**config.mk**
```make
export PLATFORM = sky130hd
export DESIGN_NAME = turn_game_ctrl_flat
export DESIGN_NICKNAME = d
export VERILOG_FILES = /design/src/rtl/game_pkg.sv /design/src/rtl/turn_game_ctrl_if.sv /design/src/rtl/turn_game_ctrl_step.sv /design/src/rtl/turn_game_ctrl.sv /design/src/flat_wrapper.sv
export SDC_FILE = /design/constraint.sdc
export NUM_CORES = 1
export LEC_CHECK = 0
export CORE_MARGIN = 2
export CORE_UTILIZATION = 53
export CTS_BUF_LIST = sky130_fd_sc_hd__clkbuf_16
export CTS_CLUSTER_DIAMETER = 40
export DETAILED_ROUTE_END_ITERATION = 10
export PLACE_DENSITY_LB_ADDON = 0.25
export SYNTH_ARGS = -nofsm -noshare
export SYNTH_HDL_FRONTEND = slang
export SYNTH_HIERARCHICAL = 1
export SYNTH_SLANG_ARGS = --single-unit
```
**constraint.sdc**
```tcl
create_clock -name clk -period 3.6 [get_ports clk]
set_clock_uncertainty 0.2 [all_clocks]
set_input_delay 0.72 -clock clk [delete_from_list [all_inputs] [get_ports clk]]
set_output_delay 0.72 -clock clk [all_outputs]
set_load 0.01 [all_outputs]
```
**src/rtl/game_pkg.sv**
```systemverilog
// Shared types for the turn-order controller: move codes, loss causes, FSM states.
package game_pkg;
    localparam logic [2:0] MV_PASS    = 3'd0;
    localparam logic [2:0] MV_SKIP    = 3'd1;
    localparam logic [2:0] MV_REVERSE = 3'd2;
    localparam logic [2:0] MV_REPEAT  = 3'd3;

    typedef enum logic [1:0] {
        CAUSE_ILLEGAL    = 2'd0,
        CAUSE_WRONG_TURN = 2'd1,
        CAUSE_TIMEOUT    = 2'd2
    } cause_e;

    typedef enum logic [1:0] {
        ST_IDLE = 2'd0,
        ST_PLAY = 2'd1,
        ST_OVER = 2'd2
    } state_e;
endpackage

```
**src/rtl/turn_game_ctrl_if.sv**
```systemverilog
// Player inputs and game status outputs of the turn-order controller.
interface turn_game_ctrl_if
    import game_pkg::*;
#(
    parameter int NUM_PLAYERS = 6,
    parameter int PID_W       = $clog2(NUM_PLAYERS)
);
    logic                     start;
    logic [NUM_PLAYERS-1:0]   player_valid;
    logic [3*NUM_PLAYERS-1:0] player_move;
    logic [PID_W-1:0]         turn;
    logic                     direction;
    logic                     playing;
    logic                     game_over;
    logic [PID_W-1:0]         loser;
    cause_e                   loss_cause;
    logic [15:0]              move_count;

    modport master (
        output start, player_valid, player_move,
        input  turn, direction, playing, game_over, loser, loss_cause, move_count
    );
    modport slave (
        input  start, player_valid, player_move,
        output turn, direction, playing, game_over, loser, loss_cause, move_count
    );
endinterface

```
**src/rtl/turn_game_ctrl_step.sv**
```systemverilog
// Next player index: cur moved 1 or 2 steps up/down, wrapping modulo NUM_PLAYERS.
module turn_step #(
    parameter int NUM_PLAYERS = 6,
    parameter int PID_W       = $clog2(NUM_PLAYERS)
) (
    input  logic [PID_W-1:0] cur,
    input  logic             dir,
    input  logic [1:0]       steps,
    output logic [PID_W-1:0] nxt
);
    localparam int W = PID_W + 2;
    localparam logic [W-1:0] N = W'(NUM_PLAYERS);

    logic [W-1:0] cur_w, stp_w, up, dn;

    assign cur_w = W'(cur);
    assign stp_w = W'(steps);

    // cur < N and steps <= 2 <= N, so one correction term is always enough
    always_comb begin
        up = cur_w + stp_w;
        if (up >= N) up = up - N;
        dn = (cur_w >= stp_w) ? cur_w - stp_w : cur_w + N - stp_w;
        nxt = dir ? PID_W'(dn) : PID_W'(up);
    end
endmodule

```
**src/rtl/turn_game_ctrl.sv**
```systemverilog
// Single-clock turn-order controller: tracks turn/direction, applies moves,
// and ends the game on illegal move, out-of-turn play or turn timeout.
module turn_game_ctrl
    import game_pkg::*;
#(
    parameter int NUM_PLAYERS    = 6,
    parameter int TIMEOUT_CYCLES = 1000,
    parameter int PID_W          = $clog2(NUM_PLAYERS)
) (
    input  logic clk,
    input  logic reset_n,
    turn_game_ctrl_if.slave gif
);
    localparam int TMR_W = (TIMEOUT_CYCLES > 0) ? $clog2(TIMEOUT_CYCLES + 1) : 1;
    localparam logic [TMR_W-1:0] TMR_LOAD = TMR_W'(TIMEOUT_CYCLES);

    state_e           state;
    logic [PID_W-1:0] turn_q, loser_q, wrong_pid, turn_nxt;
    logic             dir_q, playing_q, over_q, wrong_any, cur_valid, step_dir;
    cause_e           cause_q;
    logic [15:0]      cnt_q;
    logic [TMR_W-1:0] timer_q;
    logic [2:0]       cur_move;

    // lowest-index out-of-turn player; scanned high to low so the lowest wins
    always_comb begin
        wrong_any = 1'b0;
        wrong_pid = '0;
        for (int i = NUM_PLAYERS - 1; i >= 0; i--) begin
            if (gif.player_valid[i] && PID_W'(i) != turn_q) begin
                wrong_any = 1'b1;
                wrong_pid = PID_W'(i);
            end
        end
    end

    always_comb begin
        cur_valid = 1'b0;
        cur_move  = MV_PASS;
        for (int i = 0; i < NUM_PLAYERS; i++) begin
            if (PID_W'(i) == turn_q) begin
                cur_valid = gif.player_valid[i];
                cur_move  = gif.player_move[3*i +: 3];
            end
        end
    end

    // REVERSE steps in the already-toggled direction
    assign step_dir = (cur_move == MV_REVERSE) ? ~dir_q : dir_q;

    turn_step #(.NUM_PLAYERS(NUM_PLAYERS), .PID_W(PID_W)) u_step (
        .cur   (turn_q),
        .dir   (step_dir),
        .steps ((cur_move == MV_SKIP) ? 2'd2 : 2'd1),
        .nxt   (turn_nxt)
    );

    always_ff @(posedge clk or negedge reset_n) begin
        if (!reset_n) begin
            state     <= ST_IDLE;
            turn_q    <= '0;
            dir_q     <= 1'b0;
            playing_q <= 1'b0;
            over_q    <= 1'b0;
            loser_q   <= '0;
            cause_q   <= CAUSE_ILLEGAL;
            cnt_q     <= '0;
            timer_q   <= '0;
        end else begin
            case (state)
                ST_IDLE, ST_OVER: begin
                    if (gif.start) begin
                        state     <= ST_PLAY;
                        playing_q <= 1'b1;
                        over_q    <= 1'b0;
                        turn_q    <= '0;
                        dir_q     <= 1'b0;
                        cnt_q     <= '0;
                        timer_q   <= TMR_LOAD;
                        loser_q   <= '0;
                        cause_q   <= CAUSE_ILLEGAL;
                    end
                end
                ST_PLAY: begin
                    if (wrong_any) begin
                        state     <= ST_OVER;
                        playing_q <= 1'b0;
                        over_q    <= 1'b1;
                        loser_q   <= wrong_pid;
                        cause_q   <= CAUSE_WRONG_TURN;
                    end else if (cur_valid) begin
                        if (cur_move > MV_REPEAT) begin
                            state     <= ST_OVER;
                            playing_q <= 1'b0;
                            over_q    <= 1'b1;
                            loser_q   <= turn_q;
                            cause_q   <= CAUSE_ILLEGAL;
                        end else begin
                            if (cur_move != MV_REPEAT) turn_q <= turn_nxt;
                            if (cur_move == MV_REVERSE) dir_q <= ~dir_q;
                            if (cnt_q != 16'hFFFF) cnt_q <= cnt_q + 16'd1;
                            timer_q <= TMR_LOAD;
                        end
                    end else if (TIMEOUT_CYCLES != 0) begin
                        if (timer_q == TMR_W'(1)) begin
                            state     <= ST_OVER;
                            playing_q <= 1'b0;
                            over_q    <= 1'b1;
                            loser_q   <= turn_q;
                            cause_q   <= CAUSE_TIMEOUT;
                        end else begin
                            timer_q <= timer_q - TMR_W'(1);
                        end
                    end
                end
                default: state <= ST_IDLE;
            endcase
        end
    end

    assign gif.turn       = turn_q;
    assign gif.direction  = dir_q;
    assign gif.playing    = playing_q;
    assign gif.game_over  = over_q;
    assign gif.loser      = loser_q;
    assign gif.loss_cause = cause_q;
    assign gif.move_count = cnt_q;
endmodule

```
**src/flat_wrapper.sv**
```systemverilog
// flat-port wrapper written by rule: the top's interface ports become plain ports
module turn_game_ctrl_flat import game_pkg::*;
#(
    parameter int NUM_PLAYERS    = 6,
    parameter int TIMEOUT_CYCLES = 1000,
    parameter int PID_W          = $clog2(NUM_PLAYERS)
)
  (clk, reset_n, gif_start, gif_player_valid, gif_player_move, gif_turn, gif_direction, gif_playing, gif_game_over, gif_loser, gif_loss_cause, gif_move_count);
  turn_game_ctrl_if #(.NUM_PLAYERS(NUM_PLAYERS), .PID_W(PID_W)) gif_i ();
  input  logic clk;
  input  logic reset_n;
  input wire logic [$bits(gif_i.start)-1:0] gif_start;
  input wire logic [$bits(gif_i.player_valid)-1:0] gif_player_valid;
  input wire logic [$bits(gif_i.player_move)-1:0] gif_player_move;
  output wire logic [$bits(gif_i.turn)-1:0] gif_turn;
  output wire logic [$bits(gif_i.direction)-1:0] gif_direction;
  output wire logic [$bits(gif_i.playing)-1:0] gif_playing;
  output wire logic [$bits(gif_i.game_over)-1:0] gif_game_over;
  output wire logic [$bits(gif_i.loser)-1:0] gif_loser;
  output wire logic [$bits(gif_i.loss_cause)-1:0] gif_loss_cause;
  output wire logic [$bits(gif_i.move_count)-1:0] gif_move_count;
  assign gif_i.start = gif_start;
  assign gif_i.player_valid = gif_player_valid;
  assign gif_i.player_move = gif_player_move;
  assign gif_turn = gif_i.turn;
  assign gif_direction = gif_i.direction;
  assign gif_playing = gif_i.playing;
  assign gif_game_over = gif_i.game_over;
  assign gif_loser = gif_i.loser;
  assign gif_loss_cause = gif_i.loss_cause;
  assign gif_move_count = gif_i.move_count;
  turn_game_ctrl #(.NUM_PLAYERS(NUM_PLAYERS), .TIMEOUT_CYCLES(TIMEOUT_CYCLES), .PID_W(PID_W)) u_core (.clk(clk), .reset_n(reset_n), .gif(gif_i));
endmodule
```
* Word-level counts from Yosys, hierarchy flattened
Cells that the tools add are included.
** Cells by class
- Bitwise logic cells :: 1
- $add $sub $neg :: 7
- Order comparisons :: 3
- Equality and inequality tests :: 27
- Reductions and logical operators :: 17
- Multiplexer cells :: 79
** Operators by type and width (count)
- $mux W16 :: 5
- $mux W3 :: 24
- $mux W10 :: 5
- $pmux W16 S2 :: 1
- $mux W1 :: 26
- $mux W2 :: 10
- $pmux W10 S2 :: 1
- $add A16 B1 Y16 const B :: 1
- $ne A16 B16 Y1 const B :: 1
- $pmux W3 S2 :: 2
- $reduce_and A6 Y1 :: 2
- $eq A10 B1 Y1 const B :: 1
- $reduce_and A5 Y1 :: 2
- $sub A10 B1 Y10 const B :: 1
- $pmux W2 S2 :: 2
- $eq A2 B3 Y1 const A :: 2
- $eq A3 B3 Y1 const A :: 2
- $logic_and A1 B1 Y1 :: 6
- $ne A2 B1 Y1 const B :: 3
- $ne A2 B2 Y1 const B :: 3
- $ne A2 B3 Y1 const A :: 2
- $ne A3 B2 Y1 const B :: 2
- $ne A3 B3 Y1 const A :: 2
- $pmux W1 S2 :: 3
- 24 further kinds :: 25
** Storage, ports and cells
- Logic and storage cells :: 143
- Bits of input ports :: 27
- Register bits :: 39
- Output and inout port bits :: 27

* Logic depth before layout (Yosys ltp)
- Word-level depth :: 18
- Mapped depth :: 14
- Depth with buffers taken out :: 12

* By module
The synthesis kept the hierarchy.
** By module, submodules not included
- turn_game_ctrl :: sequential area each 975.9 um2, area each 2745.1 um2, times used 1, cells each 297
- turn_step :: sequential area each 0.0 um2, area each 282.8 um2, times used 1, cells each 32

* Least setup slack after synthesis
Ideal clock, no wire load.
- Path type :: reg2reg
- Start point :: register u_core.turn_q[0] (netlist: u_core/gif.turn[0])
- End point :: register u_core.turn_q[2] (netlist: u_core/gif.turn[2])
- Slack :: 0.220 ns
- Clock period less this slack :: 3.380 ns
- Cell stages (with the launch flop) :: 12
- Path buffers :: 2
- Library setup time :: 0.066 ns
- Data required time :: 3.334 ns
- Arrival time :: 3.115 ns
- Cells stage by stage :: dfrtp_1 -> buf_4 -> buf_2 -> mux4_2 -> a21oi_1 -> nand3_1 -> ha_1 -> fa_1 -> and3_1 -> or2b_1 -> a22oi_1 -> a22o_1
** Between the ends
- Word-level cells in the longest chain between the ends :: 18
- Elaborated cells on any way between the ends :: 62
- Those cells by class :: add/sub: 5; order compare: 3; eq/ne: 17; mux: 28; reduce/logical: 9
** RTL lines
- start: declaration :: line turn_game_ctrl.sv:18 : logic [PID_W-1:0] turn_q, loser_q, wrong_pid, turn_nxt;
- start signal: assignment :: line turn_game_ctrl.sv:99 : if (cur_move != MV_REPEAT) turn_q <= turn_nxt;
- $logic_not A3 Y1 :: line turn_game_ctrl.sv:41 : if (PID_W'(i) == turn_q) begin
- $mux W3 (6 in a row) :: line turn_game_ctrl.sv:41
- $eq A3 B1 Y1 :: line turn_game_ctrl.sv:54 : .steps ((cur_move == MV_SKIP) ? 2'd2 : 2'd1),
- $mux W2 :: line turn_game_ctrl.sv:54
- $add A3 B2 Y4 :: line turn_game_ctrl_step.sv:21 : up = cur_w + stp_w;
- $ge A4 B3 Y1 / $sub A3 B3 Y3 (equally long branches) :: line turn_game_ctrl_step.sv:22 : if (up >= N) up = up - N;
- $mux W3 :: line turn_game_ctrl_step.sv:22
- $mux W3 (*) :: line turn_game_ctrl_step.sv:24 : nxt = dir ? PID_W'(dn) : PID_W'(up);
- named net u_core.turn_nxt[2] :: line turn_game_ctrl.sv:18
- $mux W3 (*) :: line turn_game_ctrl.sv:99
- $mux W3 (*) :: line turn_game_ctrl.sv:92 : if (cur_move > MV_REPEAT) begin
- $mux W3 (*) :: line turn_game_ctrl.sv:91 : end else if (cur_valid) begin
- $mux W3 (*) :: line turn_game_ctrl.sv:85 : if (wrong_any) begin
- $pmux W3 S2 (*) :: line turn_game_ctrl.sv:70 : case (state)
The timed path passes the listed nets; every way through them passes the cells marked *. The select of a mux whose other input is x is not followed.
A chain may end at the register's enable or synchronous reset.

* Final worst setup path
- Start point :: input gif_player_move[16]
- End point :: register u_core.turn_q[2] (netlist: u_core/gif.turn[2])
** Between the ends
- Word-level cells in the longest chain between the ends :: 12
- Elaborated cells on any way between the ends :: 24
- Those cells by class :: add/sub: 4; order compare: 3; eq/ne: 5; mux: 11; reduce/logical: 1
** RTL lines
- start: declaration :: line flat_wrapper.sv:14 : input wire logic [$bits(gif_i.player_move)-1:0] gif_player_move;
- $mux W3 (*) :: line turn_game_ctrl.sv:41
- $eq A3 B1 Y1 :: line turn_game_ctrl.sv:54
- $mux W2 :: line turn_game_ctrl.sv:54
- $add A3 B2 Y4 :: line turn_game_ctrl_step.sv:21
- $ge A4 B3 Y1 / $sub A3 B3 Y3 (equally long branches) :: line turn_game_ctrl_step.sv:22
- $mux W3 :: line turn_game_ctrl_step.sv:22
- $mux W3 (*) :: line turn_game_ctrl_step.sv:24
- named net u_core.turn_nxt[2] :: line turn_game_ctrl.sv:18
- $mux W3 (*) :: line turn_game_ctrl.sv:99
- $mux W3 (*) :: line turn_game_ctrl.sv:92
- $mux W3 (*) :: line turn_game_ctrl.sv:91
- $mux W3 (*) :: line turn_game_ctrl.sv:85
- $pmux W3 S2 (*) :: line turn_game_ctrl.sv:70
Marks and branches as above.

==> flow_summary.yaml <==
power:
  irDropWorstVdd_mv: 0.349
  p_leak_nw: 1.58
  power.density_nw_per_um2: 486
  power_mw: 1.88
clock_tree:
  cts.sinks: 39
  htreeDepth: 2
  cts.repair.resized: 0
  clk_latency_ps: 280
  cts_tree: "yes"
  cts_setup_buffers: 0
  cts-root-buf: "clkbuf_16"
  numCtsBuffers: 5
  cts_hold_buf: 0
  clk_path_buf_depth: 2
  clk_pin_slew_ps: 60
synth:
  postSynthCellCount: 329
  yosysUniqueCellTypes: 63
  synth-edff-count: 0
  ys_seq_area_share_pct: 32.2
  ys_ff_latch: 39
  synth-async-reset-ratio_pct: 100
  synth_fp_nets: 367
  synthFlopType: "dfrtp_1"
  ys_warn_count: 6
  avgSynthCellArea_um2: 9.20
  synth_area_um2: 3030
global_routing:
  grt_overflow: 0
  grt_util_all_layers_pct: 27.2
  grt_max_degree: 40
  antenna_found_initial: 0
  grt_pass1_wl_um: 13700
  grt_pass1_vias: 2871
worst_setup_path:
  cp-start-kind: "primary input"
  slowest_stage: "fa_1"
  cp.arrival_ps: 3380
  crit_path_end_kind: "register"
  required_ps: 3620
  worst-setup-path-type: "in2reg"
  reg2reg_from: "u_core/gif.turn[0]"
  rr_endpoint: "u_core/gif.turn[2]"
  rrSetupSlack_ps: 380
  cp_max_fo: 3
  worst_r2r_path_depth: 11
  path_cells: "clkdlybuf4s50_1 -> mux4_2 -> a21oi_1 -> nand3_1 -> ha_1 -> fa_1 -> and3_1 -> or2b_1 -> a22oi_1 -> a22o_1"
  cpPeakStageDelay_ps: 500
floorplanning:
  dieHeight_um: 79.6
  die_area_um2: 6330
  start_util_pct: 55.0
  fp.dieW_um: 79.6
  design.portCount: 54
  rows: 27
  coreArea_um2: 5510
route:
  wl_per_cell_um: 17.1
  wl_met3_um: 355
  ant_nets: 0
  drt_wl_total_um: 7890
  m1WireLength_um: 3370
  met2_length_um: 4100
  drc_errors: 0
  drt_pass1_iterations: 5
  viasPerCell: 6.33
  highest_layer: "met4"
  vias: 2925
  drt_iter0_drc: 270
place:
  routabilityCongestion: 0.899
  dp_hpwl_um: 5720
  portBuffers: 53
  dp_cells: 454
  dpl_worst_slack_ps: -49.0
  dpl_cell_area_um2: 3680
finish:
  synthToLayoutAreaGrowth_pct: 27.9
  layoutNonFillerInstCount: 462
  fillCellCount: 427
  antenna_cells: 0
  nNetsFinal: 427
  drive_gt1_share_pct: 12.3
  stdcell_area_um2: 3870
timing:
  fmax_mhz: 297
  min_period_ps: 3360
  worst_pin_slew_ps: 858
  setup_tns_ps: 0
  fin_ws_ps: 236
  rsz0062_at_grt: "false"
  final_max_slew_viol_count: 0
  hold_viol_final: 0
  timing.slew.headroom_pct: 42.8
  finalSetupViolations: 0
  fin_crit_sh_pct: 93.5
min_path:
  hold_path_end: "u_core/gif.loser[1]"
  hold_depth: 1
  hold_path_startpoint: "u_core/gif.loser[1]"
  hold_path_class: "reg2reg"
run_status:
  status: "finished clean"
flow_run:
  drv_cap: 0
## where the power goes
part           leakage, nW  switching, mW  internal, mW  total (mW)
Sequential           0.501         0.0691         0.484       0.553
Clock               0.0952          0.175         0.395       0.569
Combinational        0.984          0.400         0.362       0.761
## final cells by class
class / instances / area (um^2) / share of cell area (%)
clock buffers: 5 / 125 / 3.23
clock inverters: 3 / 63.8 / 1.65
inverters: 18 / 67.6 / 1.74
multi-input cells: 258 / 1920 / 49.6
flip-flops and latches: 39 / 976 / 25.2
well taps: 72 / 90.1 / 2.33
repair buffers: 67 / 631 / 16.3
## cell usage after synthesis, types with 2 or more instances
cell type   n  area, um^2
ha_1        9         113
nor2b_1     5        31.3
o22ai_1     3        18.8
xnor2_1     2        17.5
and2_1      3        18.8
or3_1       3        18.8
a22oi_1     3        22.5
nor2_1     14        52.6
o2bb2ai_1   3        26.3
nor3_2      2        20.0
a221oi_1    2        17.5
nand2b_1   12        75.1
a21o_1      4        30.0
nor4_4      2        42.5
mux2i_1    17         170
nor3_1      7        35.0
dfrtp_1    39         976
a21oi_1    22         110
nor4_1      3        18.8
nand3b_1    2        15.0
o31ai_1    14         105
a22o_1      5        43.8
and3_1      7        43.8
nand4_1    10        62.6
a21boi_0    4        30.0
inv_1      18        67.6
mux2_2      5        56.3
nand3_1     9        45.0
o21ai_0     9        45.0
clkbuf_1    9        33.8
a31oi_1     5        31.3
buf_2       3        15.0
xor2_1      3        26.3
nand2_1    23        86.3
o311ai_0    9        78.8
a32oi_1     3        26.3
fa_1        2        40.0
or4_1       4        30.0
o2111ai_1   2        17.5
o22a_1      3        26.3
buf_4       2        15.0
mux4_2      2        45.0
## cells in the final DEF (no fill, tap or decap), types with 3 or more instances in the layout
cell type,netlist,layout
a21boi_0,4,4
a21o_1,4,4
a21oi_1,22,22
a22o_1,5,5
a22oi_1,3,3
a31oi_1,5,5
a32oi_1,3,3
and2_1,3,3
and3_1,7,7
buf_4,2,14
clkbuf_16,0,5
clkdlybuf4s50_1,0,52
dfrtp_1,39,39
ha_1,9,9
inv_1,18,19
mux2_2,5,5
mux2i_1,17,17
nand2_1,23,23
nand2b_1,12,12
nand3_1,9,9
nand4_1,10,10
nor2_1,14,14
nor2b_1,5,5
nor3_1,7,7
nor4_1,3,3
o21ai_0,9,9
o22a_1,3,3
o22ai_1,3,3
o2bb2ai_1,3,3
o311ai_0,9,9
o31ai_1,14,14
or3_1,3,3
or4_1,4,4
xor2_1,3,3
## critical path, delay by kind of cell
kind	cells	cell delay, ps
adder cells (fa/ha/maj)	2	740
AND/OR/NAND/NOR	3	570
AO/OA/AOI/OAI	3	480
multiplexers	1	470
buffers and inverters	1	390
## stage by stage
stage / hold WS [ps] / utilization, %
global route: 330 / 70.3
floorplan: 224 / -
CTS: 304 / 70.3
finish: 296 / 70.3
global placement: 278 / 66.9
detailed placement: 284 / 66.9
## cells by family after synthesis
logic type / share of synthesized area, %
DFF: 32.2
AOI/OAI and AO/OA: 24.4
muxes: 8.97
xor gates and xnor gates: 1.45
adders and majority gates: 5.04
and+or+nand+nor: 23.6
buffers and inverters: 4.34
## sequential cells by signal (all words and copies together), names as in the netlist
register and cells:
u_core/gif.playing 1, u_core/gif.turn 3, u_core/gif.loser 3, u_core/gif.move_count 16, u_core/state 2, u_core/timer_q 10, u_core/gif.direction 1, u_core/gif.game_over 1
u_core/gif.loss_cause 2
## worst max-delay path by stage
stage                              from            endpoint  slack, ps
finish              gif_player_move[16]  u_core/gif.turn[2]        240
global route        gif_player_move[16]  u_core/gif.turn[1]         50
CTS                 gif_player_move[16]  u_core/gif.turn[2]        240
detailed placement  gif_player_move[16]  u_core/gif.turn[2]        -50
global placement    gif_player_move[16]  u_core/gif.turn[2]         50
floorplan            u_core/gif.turn[0]  u_core/gif.turn[2]        220
## metal layers
layer | up-vias | track usage (%)
met3 | 6 | 5.32
met2 | 92 | 45.9
met4 | 0 | 8.45
li1 | 1382 | -
met1 | 1445 | 35.1
met5 | - | 0
No activity file was read; power rests on OpenSTA's default activity.
